### src/rtl/mem_port_arb.sv
// -----------------------------------------------------------------------------
// mem_port_arb
//
// Shares one single-port synchronous memory between instruction fetch (IF) and
// the data path (LOAD/STORE). One requester is granted per cycle. The grant is
// combinational, so the granted request drives the memory port in the same
// cycle. In-flight reads are tracked in a tag pipeline so that each read's data
// is returned to the port that issued it, RD_LAT cycles after the grant.
//
// Parameters
//   AW      address width (byte address)
//   RD_LAT  memory read latency in cycles, 1 or 2
//
// Ports
//   clk, rst                  clock (rising edge), async active-high reset
//   if_req/if_addr            fetch read request, held until if_gnt
//   if_gnt                    fetch request accepted this cycle
//   if_rvalid/if_rdata        fetch read response
//   d_req/d_we/d_be/d_addr/d_wdata
//                             data request (load or store), held until d_gnt
//   d_gnt                     data request accepted this cycle
//   d_rvalid/d_rdata          load response
//   mem_en/mem_we/mem_be/mem_addr/mem_wdata
//                             memory port, driven by the granted request
//   mem_rdata                 memory read data, RD_LAT cycles after a read
//
// Configuration
//   ROUND_ROBIN_EN  when defined, simultaneous requests alternate between the
//                   two requesters (data wins the first contention after
//                   reset). When undefined, data always beats fetch.
// -----------------------------------------------------------------------------
module mem_port_arb #(
  parameter int AW     = 32,
  parameter int RD_LAT = 1
) (
  input  logic          clk,
  input  logic          rst,
  input  logic          if_req,
  input  logic [AW-1:0] if_addr,
  output logic          if_gnt,
  output logic          if_rvalid,
  output logic [31:0]   if_rdata,
  input  logic          d_req,
  input  logic          d_we,
  input  logic [3:0]    d_be,
  input  logic [AW-1:0] d_addr,
  input  logic [31:0]   d_wdata,
  output logic          d_gnt,
  output logic          d_rvalid,
  output logic [31:0]   d_rdata,
  output logic          mem_en,
  output logic          mem_we,
  output logic [3:0]    mem_be,
  output logic [AW-1:0] mem_addr,
  output logic [31:0]   mem_wdata,
  input  logic [31:0]   mem_rdata
);

  // pick_d: when data is requesting, does data win this cycle
  logic              pick_d;
  logic              rd_push;
  logic [RD_LAT-1:0] tag_vld;
  logic [RD_LAT-1:0] tag_own;
  logic              tail_vld;
  logic              tail_own;

`ifdef ROUND_ROBIN_EN
  // last_d remembers who won the previous contention; only contention moves it
  logic last_d;

  always_comb begin
    if (d_req && if_req) pick_d = !last_d;
    else                 pick_d = d_req;
  end

  always_ff @(posedge clk or posedge rst) begin
    if (rst)                 last_d <= 1'b0;
    else if (d_req && if_req) last_d <= !last_d;
  end
`else
  assign pick_d = d_req;
`endif

  // Grants are forced low during reset so the memory port is idle as well
  assign d_gnt  = !rst && d_req && pick_d;
  assign if_gnt = !rst && if_req && !pick_d;

  // Every granted read occupies one pipeline slot; stores push an empty slot
  assign rd_push = if_gnt || (d_gnt && !d_we);

  // Memory port mux: the granted request drives the port, idle port is all 0
  always_comb begin
    mem_en    = 1'b0;
    mem_we    = 1'b0;
    mem_be    = 4'h0;
    mem_addr  = '0;
    mem_wdata = 32'h0;
    if (d_gnt) begin
      mem_en    = 1'b1;
      mem_we    = d_we;
      mem_be    = d_we ? d_be : 4'hF;
      mem_addr  = d_addr;
      mem_wdata = d_we ? d_wdata : 32'h0;
    end else if (if_gnt) begin
      mem_en    = 1'b1;
      mem_be    = 4'hF;
      mem_addr  = if_addr;
    end
  end

  // Tag pipeline: slot 0 is the read granted last cycle, the tail slot lines
  // up with mem_rdata. tag_own is 1 for data, 0 for fetch.
  generate
    if (RD_LAT > 1) begin : g_shift
      always_ff @(posedge clk or posedge rst) begin
        if (rst) begin
          tag_vld <= '0;
          tag_own <= '0;
        end else begin
          tag_vld <= {tag_vld[RD_LAT-2:0], rd_push};
          tag_own <= {tag_own[RD_LAT-2:0], d_gnt};
        end
      end
    end else begin : g_single
      always_ff @(posedge clk or posedge rst) begin
        if (rst) begin
          tag_vld <= '0;
          tag_own <= '0;
        end else begin
          tag_vld <= rd_push;
          tag_own <= d_gnt;
        end
      end
    end
  endgenerate

  assign tail_vld = tag_vld[RD_LAT-1];
  assign tail_own = tag_own[RD_LAT-1];

  // Response routing; rdata is zero whenever its rvalid is low
  assign if_rvalid = tail_vld && !tail_own;
  assign d_rvalid  = tail_vld && tail_own;
  assign if_rdata  = if_rvalid ? mem_rdata : 32'h0;
  assign d_rdata   = d_rvalid ? mem_rdata : 32'h0;

endmodule
### config.mk
export PLATFORM = sky130hd
export DESIGN_NAME = mem_port_arb
export DESIGN_NICKNAME = d
export VERILOG_FILES = /design/src/rtl/mem_port_arb.sv
export SDC_FILE = /design/constraint.sdc
export NUM_CORES = 1
export LEC_CHECK = 0
export BUFFER_PORTS_ARGS = -buffer_cell sky130_fd_sc_hd__buf_2
export CAP_MARGIN = 20
export CELL_PAD_IN_SITES_DETAIL_PLACEMENT = 0
export CELL_PAD_IN_SITES_GLOBAL_PLACEMENT = 1
export CORE_AREA = 3 3 105 107
export DETAILED_ROUTE_END_ITERATION = 7
export DIE_AREA = 0 0 108 110
export GPL_ROUTABILITY_DRIVEN = 0
export PLACE_DENSITY = 0.88
export SKIP_CTS_REPAIR_TIMING = 1
export SYNTH_ARGS = -nofsm -noshare
export SYNTH_HDL_FRONTEND = slang
export SYNTH_SLANG_ARGS = --single-unit
### constraint.sdc
create_clock -name clk -period 1.6 [get_ports clk]
set_input_delay 0.08 -clock clk [delete_from_list [all_inputs] [get_ports clk]]
set_output_delay 0.08 -clock clk [all_outputs]
set_load 0.05 [all_outputs]
### Word-level counts from Yosys, hierarchy flattened

Index checks and enable logic that the tools add are counted.

* bits of input ports: 137
* logic and storage cells: 26
* output and inout port bits: 138
* flip-flop bits (word level): 2

* multiplexer cells: 12
* reduce and logical (&&, ||, !) cells: 12

Operators with widths (count)
* $mux 32: 6
* $mux 4: 3
* $logic_and 1x1->1: 7
* $logic_not 1->1: 4
* $mux 1: 3
* $logic_or 1x1->1: 1

### Longest topological paths before layout

Gate-level depths: netlist (run 1).

* depth in word-level cells: 5
* depth in mapped cells: 4
* gate-level depth less buffers: 2

### Least setup slack after synthesis (run 1)

OpenSTA, ideal clock, no wires.

* path type: reg-to-output
* start point: register tag_own
* end point: output if_rdata[22]
* data required time: 1520 ps
* stages on the path, launching flop included: 4
* path slack: 78 ps
* path buffers: 1
* arrival: 1442 ps
* path through: dfrtp_1 > and2b_1 > buf_2 > and2_1

* longest elaborated chain between the ends: 3

Ends and longest elaborated chain
* from (decl): line 63 `logic [RD_LAT-1:0] tag_own;`
* from (signal assigned): line 131 `tag_own <= d_gnt;`
* $logic_not 1->1: line 141 `assign if_rvalid = tail_vld && !tail_own;`
* $logic_and 1x1->1: line 141
* named net if_rvalid: line 41 `output logic if_rvalid,`
* $mux 32: line 143 `assign if_rdata = if_rvalid ? mem_rdata : 32'h0;`
* to (decl): line 42 `output logic [31:0] if_rdata,`

The timed path passes the listed nets, and every way through them passes these cells.

### Worst setup path after layout (run 1)

* start point: register tag_own
* end point: output if_rdata[3]

* longest elaborated chain between the ends: 3

Ends and longest elaborated chain (line)
* $logic_not 1->1: 141
* $logic_and 1x1->1: 141
* $mux 32: 143

Every way passes these cells.

==> flow_summary.yaml, run 1 <==
routing:
  drt-total-wl_um: 7270
  detail-route-antenna-nets: 0
  first_pass_iters: 6
  drt_iter0_drc: 130
  wire_per_inst_um: 12.8
  drc: 0
  viasPerCell: 4.23
  vias: 2401
synthesis:
  synthArstFlopShare_pct: 100
  synth_top_cells_by_area: "and3_1 (32%), a32o_1 (23%), and2_1 (16%), buf_6 (9.0%), clkbuf_1 (4.2%)"
  postSynthCellCount: 173
  yosysSeqAreaShare_pct: 3.98
  ys.flop_type: "dfrtp_1"
  avgSynthCellArea_um2: 7.27
  synth-edff-count: 0
  synth_area_mm2: 0.00126
  ys_ff_latch: 2
  ys_top_cells_by_count: "and3_1 (64), and2_1 (33), a32o_1 (29), clkbuf_1 (14), buf_6 (10)"
  synth_cell_types: 18
  yosysTopAreaCellShare_pct: 31.8
  ys_warn_count: 0
  synth_most_common_cell: "and3_1"
  synth_nets: 310
  synth_area_leader_cell: "and3_1"
cells_and_area:
  fin_area_mm2: 0.00276
  insertedDiodeCount: 0
  final_cells: 568
  area_delta_synth_final_pct: 120
  nets: 571
  layout-drive-gt1-share_pct: 67.1
cts:
  cts_sinks: 2
  cts_buffers: 3
  cts_tree: "yes"
  root_buffer: "clkbuf_8"
  htree_levels: 1
  clkTransAtPathRegs_ps: 30
  cts_buffer_depth: 2
global_route:
  grt_pass1_wl_um: 9270
  grt_start_max_net_pins: 56
  grt_pass1_vias: 1992
  grtUsageTotal_pct: 9.51
  grt.overflow.total: 0
  antenna_found_initial: 0
timing:
  slew_viol_final: 0
  fin_tns_setup_ps: 0
  final.min_clock_period_ps: 1460
  setup_ws_ps: 145
  finalSetupViolCount: 0
  fmax_mhz: 687
  rsz0062_at_grt: "no"
  fin_crit_sh_pct: 91.0
  relSlewSlack_pct: 73.5
  worstMarginPinSlew_ps: 398
  final-hold-violation-count: 0
worst_setup_path:
  worstSetupPathType: "reg2out"
  critical_path.startpoint: "tag_own$_DFF_PP0_"
  critical_path.startpoint_type: "flop"
  cp-endpoint: "if_rdata[3]"
  arrival_ps: 1380
  cp_data_required_time_ps: 1520
  worstSetupEndpointType: "primary output"
  crit_fanout: 33
floorplanning:
  die-area_mm2: 0.0119
  initial_core_util_pct: 12.3
  design.core.area_mm2: 0.0102
  ios: 275
  die-width_um: 108
  die_h_um: 110
  rows: 37
power_and_ir_drop:
  p_leak_nw: 1.97
  p_per_area_mw_per_mm2: 447
  peakVddDrop_mv: 0.164
placed_design:
  post_dp_cell_area_mm2: 0.00271
  hpwl_um: 6250
  place_inst: 564
  io_buffer_count: 274
  place_ws_ps: 308
outcome:
  status: "finished clean"
min_path:
  hold_path.class: "in2reg"
flow_run:
  maxCapViolCount: 0
## final cells by class
cell class	instances	area (um^2)
multi-input combinational	143	1030
timing repair buffer	282	1460
fill	1149	7470
inverter	2	7.51
tap	136	170
sequential	2	50.0
clock buffer	3	41.3
## through the flow
stage | util [%] | hold slack [ps] | power, W
after floorplan | - | -179 | 0.000725
final | 27.0 | 153 | 0.00123
after global routing | 27.0 | 174 | 0.00131
after global placement | 26.5 | 6.98 | 0.00102
after detailed placement | 26.5 | 8.69 | 0.00104
after CTS | 26.9 | -214 | 0.00124
## critical path: stages (launching register included)
cell and delay [ps]:
dfrtp_1 360, and2b_1 200, buf_6 190, and2_1 150
buf_2 260
## state kept, by name, indices dropped and copies added, names as in the netlist
| register | cells |
|---|---|
| tag_own | 1 |
| tag_vld | 1 |
## metal layers
| metal | part of all wire, % | GRT usage (%) | up-vias | wire length, um |
|---|---|---|---|---|
| met5 | 0 | 0 | - | 0 |
| met4 | 0.083 | 1.26 | 0 | 6 |
| met3 | 10 | 1.11 | 2 | 733 |
| met2 | 55 | 20.3 | 156 | 4010 |
| met1 | 35 | 9.96 | 1067 | 2520 |
| li1 | - | - | 1176 | - |
## logic make-up after synthesis
| family | Yosys count | synth area share (%) |
|---|---|---|
| compound gates | 38 | 29.4 |
| buf+inv | 28 | 14.5 |
| simple gates | 105 | 52.1 |
| flops | 2 | 3.98 |
## power breakdown
group / switching [W] / internal (W) / total [W]
clock: 0.0000384 / 0.000159 / 0.000197
combinational: 0.000679 / 0.000303 / 0.000982
sequential: 0.00000107 / 0.0000538 / 0.0000549
total: 0.000719 / 0.000515 / 0.00123
## cells in the final DEF (no fill, tap or decap), types with 2 or more instances in the layout
master	Yosys	final
buf_2	1	274
and3_1	64	64
and2_1	33	33
a32o_1	29	29
o21a_1	4	4
buf_4	0	4
a32o_2	3	3
clkbuf_8	0	3
nand2b_1	2	2
nor2_1	2	2
inv_1	2	2
buf_12	0	2
dfrtp_1	2	2
## worst min-delay path by stage
stage / start / endpoint / slack [ps] / cells past startpoint
global placement: rst / tag_vld$_DFF_PP0_ / 7 / 2
floorplan: rst / tag_own$_DFF_PP0_ / -180 / 1
detailed placement: rst / tag_own$_DFF_PP0_ / 9 / 2
global route: rst / tag_vld$_DFF_PP0_ / 170 / 2
CTS: rst / tag_own$_DFF_PP0_ / -210 / 2
finish: rst / tag_vld$_DFF_PP0_ / 150 / 2
(Power assumes the default switching activity.)
==> inputs of run 2 (changes only) <==
- CORE_AREA: 3 3 105 107 -> default
- CORE_MARGIN: default -> 3
- CORE_UTILIZATION: default -> 11
- DIE_AREA: 0 0 108 110 -> default
- PLACE_DENSITY: 0.88 -> 0.85
- clock period: 1.6 -> 1.3 ns (I/O delays scaled with it)
==> flow_summary.yaml, run 2 (same netlist as run 1, synthesis figures left out) <==
outcome:
  status: "complete, but fails checks"
  violations: "negative setup slack"
floorplanning:
  ios: 275
  rows: 38
  die-width_um: 113
  design.core.area_mm2: 0.0110
  initial_core_util_pct: 11.4
  die-area_mm2: 0.0127
  die_h_um: 113
global_route:
  grt_pass1_wl_um: 12200
  grt_start_max_net_pins: 53
  grt_pass1_vias: 2315
  grt.overflow.total: 0
  antenna_found_initial: 0
  grtUsageTotal_pct: 11.8
timing:
  whs_ps: 126
  relSlewSlack_pct: 82.1
  slew_viol_final: 0
  rsz0062_at_grt: "yes"
  setup_ws_ps: -116
  finalSetupViolCount: 64
  final-hold-violation-count: 0
  worstMarginPinSlew_ps: 270
  fmax_mhz: 706
  final.min_clock_period_ps: 1420
  fin_crit_sh_pct: 109
worst_setup_path:
  crit_fanout: 17
  arrival_ps: 1350
  worstSetupEndpointType: "primary output"
  cp_data_required_time_ps: 1240
  critical_path.startpoint_type: "flop"
  worstSetupPathType: "reg2out"
cells_and_area:
  layout-drive-gt1-share_pct: 74.8
  n_fill_cell: 1146
  insertedDiodeCount: 0
  final_cells: 576
  nets: 575
  top_regs: "tag_own x1, tag_vld x1"
  final_cell_mix: "buf_2 (237), and3_1 (64), a32o_1 (29), buf_6 (18), and2_2 (16)"
  area_delta_synth_final_pct: 160
  mostFrequentLayoutCell: "buf_2"
  final_util_pct: 29.7
cts:
  cts_tree: "yes"
  clkTransAtPathRegs_ps: 30
  cts_sinks: 2
  htree_levels: 1
  cts_buffer_depth: 2
  root_buffer: "clkbuf_16"
  cts_buffers: 3
power_and_ir_drop:
  p_per_area_mw_per_mm2: 584
  p_leak_nw: 2.11
  peakVddDrop_mv: 0.271
routing:
  viasPerCell: 4.30
  routed-wl-met2_um: 4850
  first_pass_iters: 4
  drt_iter0_drc: 81
  drt-total-wl_um: 8910
  routed-wl-met3_um: 820
  wl_met1_um: 3160
  detail-route-antenna-nets: 0
  wire_per_inst_um: 15.5
  highest_layer: "met4"
  drc: 0
  vias: 2474
placed_design:
  io_buffer_count: 274
  hpwl_um: 7170
  place_inst: 570
  place_ws_ps: 66.6
min_path:
  hp-start: "rst"
  hold_path.class: "in2reg"
  min_path_cells: 2
  holdPathEnd: "tag_vld$_DFF_PP0_"
flow_run:
  maxCapViolCount: 0
==> run 2: cell count changes in the layout (fill, tap and decap cells not counted), sizes merged <==
| cell | previous run | this run |
|---|---|---|
| buf | 281 | 284 |
| clkbuf | 3 | 4 |
==> run 2: worst max-delay path by stage <==
stage | startpoint | to | slack [ps]
final | tag_own$_DFF_PP0_ | if_rdata[29] | -120
after global routing | tag_own$_DFF_PP0_ | d_rdata[31] | -190
after CTS | tag_own$_DFF_PP0_ | if_rdata[15] | -180
after detailed placement | tag_own$_DFF_PP0_ | if_rdata[15] | 70
after global placement | tag_own$_DFF_PP0_ | if_rdata[14] | 90
after floorplan | tag_own$_DFF_PP0_ | if_rdata[27] | 8
==> run 2: per-layer routing <==
metal	vias up	GRT usage, %
met3	8	2.67
met2	157	22.4
met4	0	2.16
met1	1124	13.6
met5	-	0
li1	1185	-
==> run 2: layout make-up <==
| class | count | area [um^2] | area share [%] |
|---|---|---|---|
| timing repair buffer | 286 | 1870 | 57.2 |
| multi-input combinational | 143 | 1090 | 33.4 |
| tap | 140 | 175 | 5.37 |
| clock buffer | 3 | 75.1 | 2.30 |
| sequential | 2 | 50.0 | 1.53 |
| inverter | 2 | 7.51 | 0.230 |
==> run 2: metrics by stage <==
| stage | setup TNS [ps] | total power (W) | instance area [um^2] |
|---|---|---|---|
| after floorplan | 0 | 0.000907 | 1300 |
| after CTS | -7130 | 0.00182 | 2940 |
| after global routing | -9060 | 0.00200 | 3260 |
| after detailed placement | 0 | 0.00134 | 2870 |
| after global placement | 0 | 0.00132 | 2870 |
| final | -4600 | 0.00191 | 3260 |
==> run 2: worst max-delay path: stages (launching register included) <==
cell,delay [ps]
dfrtp_1,360
and2b_4,300
buf_12,150
and2_2,160
buf_6,150
==> run 2: report_power, final <==
part / total (W) / switching [W] / internal [W] / leakage (nW)
Sequential: 0.0000684 / 0.00000211 / 0.0000662 / 0.0259
Clock: 0.000465 / 0.0000736 / 0.000392 / 0.0370
Combinational: 0.00137 / 0.000878 / 0.000496 / 2.05
